==> config.mk <==
export PLATFORM = sky130hd
export DESIGN_NAME = core_sequencer
export DESIGN_NICKNAME = d
export VERILOG_FILES = /design/src/rtl/core_seq_pkg.sv /design/src/rtl/core_sequencer.sv
export SDC_FILE = /design/constraint.sdc
export NUM_CORES = 1
export LEC_CHECK = 0
export CORE_MARGIN = 2
export CORE_UTILIZATION = 29
export CTS_BUF_LIST = sky130_fd_sc_hd__clkbuf_16
export CTS_CLUSTER_SIZE = 28
export DETAILED_ROUTE_END_ITERATION = 12
export PLACE_DENSITY = 0.66
export SYNTH_ARGS = -nofsm -noshare
export SYNTH_HDL_FRONTEND = slang
export SYNTH_SLANG_ARGS = --single-unit
==> constraint.sdc <==
create_clock -name clk -period 3.4 [get_ports clk]
set_input_delay 0.68 -clock clk [delete_from_list [all_inputs] [get_ports clk]]
set_output_delay 0.68 -clock clk [all_outputs]
set_load 0.01 [all_outputs]
==> src/rtl/core_seq_pkg.sv <==
// Shared types and constants for the attention-core sequencer: the state set
// and the bit layout of the 19-bit core instruction word.
package core_seq_pkg;

    localparam int INST_W       = 19;
    localparam int ADDR_FIELD_W = 4;

    localparam int SFP_DIV_BIT   = 18;
    localparam int SFP_ACC_BIT   = 17;
    localparam int OFIFO_RD_BIT  = 16;
    localparam int QKMEM_ADD_MSB = 15;
    localparam int QKMEM_ADD_LSB = 12;
    localparam int PMEM_ADD_MSB  = 11;
    localparam int PMEM_ADD_LSB  = 8;
    localparam int EXECUTE_BIT   = 7;
    localparam int KLOAD_BIT     = 6;
    localparam int QMEM_RD_BIT   = 5;
    localparam int QMEM_WR_BIT   = 4;
    localparam int KMEM_RD_BIT   = 3;
    localparam int KMEM_WR_BIT   = 2;
    localparam int PMEM_RD_BIT   = 1;
    localparam int PMEM_WR_BIT   = 0;

    typedef enum logic [3:0] {
        IDLE,
        LD_Q,
        LD_K,
        KLOAD,
        KDRAIN,
        EXEC,
        ACC,
        DIV,
        RD_OUT,
        DONE
    } state_e;

endpackage

==> src/rtl/core_sequencer.sv <==
// Tile sequencer: walks one Q/K tile through load, kernel load, drain, execute,
// accumulate, divide and read-out, emitting the core instruction word each cycle.
module core_sequencer
    import core_seq_pkg::*;
#(
    parameter int ROWS   = 8,
    parameter int ADDR_W = 4,
    parameter int DRAIN  = 8
) (
    input  logic              clk,
    input  logic              reset,
    input  logic              start,
    input  logic              abort,
    input  logic              in_valid,
    output logic              in_ready,
    input  logic              fifo_valid,
    output logic [INST_W-1:0] inst,
    output logic              out_valid,
    output logic              busy,
    output logic              done
);

    localparam int CW = ADDR_W + 1;
    localparam logic [CW-1:0] ROWS_LAST  = CW'(ROWS - 1);
    localparam logic [CW-1:0] DRAIN_LAST = CW'(DRAIN - 1);

    state_e                  state_q, state_d;
    logic [CW-1:0]           cnt_q, cnt_d;
    logic                    out_valid_q;
    logic [CW-1:0]           cnt_inc;
    logic                    rows_last;
    logic [ADDR_FIELD_W-1:0] addr;

    assign cnt_inc   = cnt_q + 1'b1;
    assign rows_last = (cnt_q == ROWS_LAST);
    assign addr      = ADDR_FIELD_W'(cnt_q);

    always_ff @(posedge clk or negedge reset) begin
        if (!reset) begin
            state_q     <= IDLE;
            cnt_q       <= '0;
            out_valid_q <= 1'b0;
        end else begin
            state_q     <= state_d;
            cnt_q       <= cnt_d;
            out_valid_q <= inst[PMEM_RD_BIT];
        end
    end

    always_comb begin
        state_d  = state_q;
        cnt_d    = cnt_q;
        inst     = '0;
        in_ready = 1'b0;
        done     = 1'b0;
        unique case (state_q)
            IDLE: begin
                if (start) begin
                    state_d = LD_Q;
                    cnt_d   = '0;
                end
            end
            LD_Q, LD_K: begin
                // Only accepted rows advance the address; idle host cycles hold it.
                in_ready = 1'b1;
                if (in_valid) begin
                    inst[QKMEM_ADD_MSB:QKMEM_ADD_LSB] = addr;
                    if (state_q == LD_Q) inst[QMEM_WR_BIT] = 1'b1;
                    else                 inst[KMEM_WR_BIT] = 1'b1;
                    cnt_d = rows_last ? '0 : cnt_inc;
                    if (rows_last) state_d = (state_q == LD_Q) ? LD_K : KLOAD;
                end
            end
            KLOAD: begin
                inst[KLOAD_BIT]                   = 1'b1;
                inst[KMEM_RD_BIT]                 = 1'b1;
                inst[QKMEM_ADD_MSB:QKMEM_ADD_LSB] = addr;
                cnt_d = rows_last ? '0 : cnt_inc;
                if (rows_last) state_d = KDRAIN;
            end
            KDRAIN: begin
                cnt_d = (cnt_q == DRAIN_LAST) ? '0 : cnt_inc;
                if (cnt_q == DRAIN_LAST) state_d = EXEC;
            end
            EXEC: begin
                inst[EXECUTE_BIT]                 = 1'b1;
                inst[QMEM_RD_BIT]                 = 1'b1;
                inst[QKMEM_ADD_MSB:QKMEM_ADD_LSB] = addr;
                cnt_d = rows_last ? '0 : cnt_inc;
                if (rows_last) state_d = ACC;
            end
            ACC: begin
                if (fifo_valid) begin
                    inst[OFIFO_RD_BIT] = 1'b1;
                    inst[SFP_ACC_BIT]  = 1'b1;
                    cnt_d = rows_last ? '0 : cnt_inc;
                    if (rows_last) state_d = DIV;
                end
            end
            DIV: begin
                inst[SFP_DIV_BIT]               = 1'b1;
                inst[PMEM_WR_BIT]               = 1'b1;
                inst[PMEM_ADD_MSB:PMEM_ADD_LSB] = addr;
                cnt_d = rows_last ? '0 : cnt_inc;
                if (rows_last) state_d = RD_OUT;
            end
            RD_OUT: begin
                inst[PMEM_RD_BIT]               = 1'b1;
                inst[PMEM_ADD_MSB:PMEM_ADD_LSB] = addr;
                cnt_d = rows_last ? '0 : cnt_inc;
                if (rows_last) state_d = DONE;
            end
            DONE: begin
                done    = 1'b1;
                state_d = IDLE;
                cnt_d   = '0;
            end
            default: begin
                state_d = IDLE;
                cnt_d   = '0;
            end
        endcase
        // Abort overrides every transition but leaves this cycle's decode intact.
        if (abort && state_q != IDLE) begin
            state_d = IDLE;
            cnt_d   = '0;
        end
    end

    assign busy      = (state_q != IDLE);
    assign out_valid = out_valid_q;

endmodule

==> flow_summary_export.csv <==
group,metric,value,unit
logic_synthesis,synth.cell_area,883,µm²
logic_synthesis,yosys.area.top_type,"dfrtp_1",
pwr,power.leakage,0.475,nW
final_layout,fillers,321,
floorplan,core,2980,µm²
logic_synthesis,synthTopCellsByCount,"10 x dfrtp_1, 9 x and2_1, 9 x nor2_1",
worst_setup_path,worstReg2RegStart,"state_q[1]$_DFFE_PN0P_",
hold_path,min_from,"cnt_q[0]$_DFFE_PN0P_",
timing,tns,0,ns
floorplan,num_rows,20,
worst_setup_path,cp-start-kind,"input pin",
global_routing,grt_max_degree,20,
pwr,powerDensity,653,nW/µm²
logic_synthesis,ys_ff_latch,10,
clock_network,cts_root_buffer,"clkbuf_16",
logic_synthesis,syn-num-nets,113,
place,pre_cts_slack,0.180,ns
floorplan,start_util,29.7,%
outcome,status,"completed",
clock_network,cts_sinks,10,
clock_network,cts_resized,0,
clock_network,cts_buffers,3,
pwr,intPower,0.000488,W
drt,viasPerCell,5.56,
worst_setup_path,reg2reg_slack,1.33,ns
place,portBuffers,28,
pwr,clkPwrFrac,25.7,%
logic_synthesis,synth_ff_type,"dfrtp_1",
logic_synthesis,synthMostInstantiatedCell,"dfrtp_1",
pwr,total_power,0.000794,W
hold_path,hp-class,"reg2reg",
worst_setup_path,critPathTopFamily,"buffers and inverters",
worst_setup_path,end_kind,"primary output",
clock_network,worstSkewPairLatency,0.23,ns
global_routing,grt_pass1_wl,3.60,mm
final_layout,final_layout_size_suffix_gt1_share,9.38,%
logic_synthesis,synth_top_area_share,28.3,%
place,globalplace.congestion,0.776,
logic_synthesis,syn_avg_cell_area,8.33,µm²
clock_network,clockBufferDepth,2,
pwr,p_seq_share,27.2,%
drt,ant_nets,0,
worst_setup_path,max_stage_delay,0.57,ns
drt,drc,0,
timing,setup_ws,0.194,ns
clock_network,htreeDepth,1,
worst_setup_path,setup.worst_path.class,"in2out",
logic_synthesis,synthTopCellsByArea,"dfrtp_1 28%, and2_1 6.4%, buf_4 4.2%",
worst_setup_path,crit_chain,"clkdlybuf4s50_1 > a21oi_1 > a2111oi_2 > and2_1 > clkdlybuf4s50_1",
timing,clock-skew-final,0.00159,ns
final_layout,nets,136,
global_routing,overflow,0,
worst_setup_path,cp.arrival,2.53,ns
place,hpwl,1.66,mm
logic_synthesis,synth_edf_count,0,
timing,fin_crit_sh,94.3,%
timing,maxSlewHeadroom,58.7,%
drt,dr.pass1.iters,4,
logic_synthesis,yosys_warnings,0,
job,max-cap-violations,0,
global_routing,antenna_found_initial,0,
pwr,ir_drop,0.258,mV
drt,finalWirelength,2.19,mm
worst_setup_path,slowest_stage,"clkdlybuf4s50_1",
worst_setup_path,cp_max_fo,7,
timing,fin_crit,3.21,ns
final_layout,n_antenna_cell,0,
worst_setup_path,critPathBufInv,2,
drt,wl_per_cell,13.6,µm
timing,hold_viol_final,0,
timing,fmax,312,MHz
drt,first_iter_violations,51,
global_routing,grtUsageTotal,13.3,%
drt,vias,895,
global_routing,grt_pass1_vias,775,
floorplan,die_x,59.2,µm
timing,rsz0062_at_grt,"no",
timing,final_max_slew_viol_count,0,
clock_network,postCtsSetupBuffers,0,
logic_synthesis,yosysSeqAreaShare,28.3,%
clock_network,postCtsHoldBufs,0,
clock_network,cts.reportedPaths.clkPinSlew,0.04,ns
floorplan,boundaryPins,29,
logic_synthesis,syn_inst,106,
worst_setup_path,required,2.72,ns
clock_network,cts_tree,"yes",
floorplan,dieArea,3500,µm²
pwr,p_switching,0.000305,W
pwr,switching_share,38.5,%
worst_setup_path,startpoint,"in_valid",
pwr,pwr-share-comb,47.1,%
logic_synthesis,synthArstFlopShare,100,%
worst_setup_path,crit_top_cell,"clkdlybuf4s50_1",
floorplan,dieHeight,59.2,µm
timing,finalSetupViolations,0,
timing,tightest_slew,0.620,ns
logic_synthesis,ys_types,42,
final_layout,area_growth,37.7,%
## power by group through the flow
| stage | Combinational (W) | Sequential, W | Clock [W] |
|---|---|---|---|
| after floorplan | 0.000313 | 0.000164 | 0 |
| after global placement | 0.000367 | 0.000214 | 0 |
| after detailed placement | 0.000373 | 0.000217 | 0 |
| after CTS | 0.000375 | 0.000215 | 0.000208 |
| after global routing | 0.000416 | 0.000225 | 0.000215 |
| final | 0.000374 | 0.000216 | 0.000204 |
## metal layers
| metal | global-route usage [%] | wire [µm] |
|---|---|---|
| met1 | 18.1 | 1020 |
| met2 | 21.0 | 1050 |
| met3 | 1.31 | 92 |
| met4 | 5.84 | 23 |
| met5 | 0 | 0 |
## logic make-up after synthesis
logic type               Yosys count  share of synthesized area (%)
flip-flops                        10                           28.3
AO/OA/AOI/OAI                     21                           19.3
multiplexers                       2                           2.27
adder cells (fa/ha/maj)            1                           1.42
buffers and inverters             17                           10.6
AND/OR/NAND/NOR                   54                           37.1
XOR/XNOR                           1                          0.992
## sequential cells by signal, summed over array words and instances (netlist names)
name and cells:
state_q 4, cnt_q 5, out_valid 1
## layout by cell type, fill, tap and decap left out, types with 3 or more instances in the layout
master           netlist  routed
nand2_1                5       5
clkdlybuf4s50_1        0      28
nor3_1                 5       5
inv_1                  7       7
clkbuf_16              0       3
o21ai_0                3       3
dfrtp_1               10      10
nor2_1                 9       9
a21oi_1                3       3
nand3_1                5       5
o211ai_1               3       3
and3_1                 4       4
and2_1                 9       9
## final cells by class
class / count / area (µm²) / area share [%]
multi-input cells: 79 / 539 / 44.3
repair buffers: 28 / 280 / 23.0
flip-flops and latches: 10 / 250 / 20.6
clock buffers: 3 / 75.1 / 6.17
well taps: 33 / 41.3 / 3.40
inverters: 7 / 26.3 / 2.16
clock inverters: 1 / 3.75 / 0.309
## per-stage QoR
step	util [%]	cells	area (µm²)	hold slack, ns
after floorplan	-	106	883	0.384
after global placement	38.2	157	1140	0.548
after detailed placement	38.2	157	1140	0.548
after CTS	40.8	161	1220	0.553
after global routing	40.8	161	1220	0.571
final	40.8	161	1220	0.545
## path summary, 6_finish.rpt
path | to | cells after the start
max in group asynchronous | state_q[2]$_DFFE_PN0P_ | 1
worst max register to register | state_q[1]$_DFFE_PN0P_ | 4
worst min-delay path | cnt_q[0]$_DFFE_PN0P_ | 1
worst max-delay path | inst[15] | 5
worst min register to register | cnt_q[0]$_DFFE_PN0P_ | 1
min in group asynchronous | cnt_q[3]$_DFFE_PN0P_ | 1
Power figures use the tool's default switching activity.
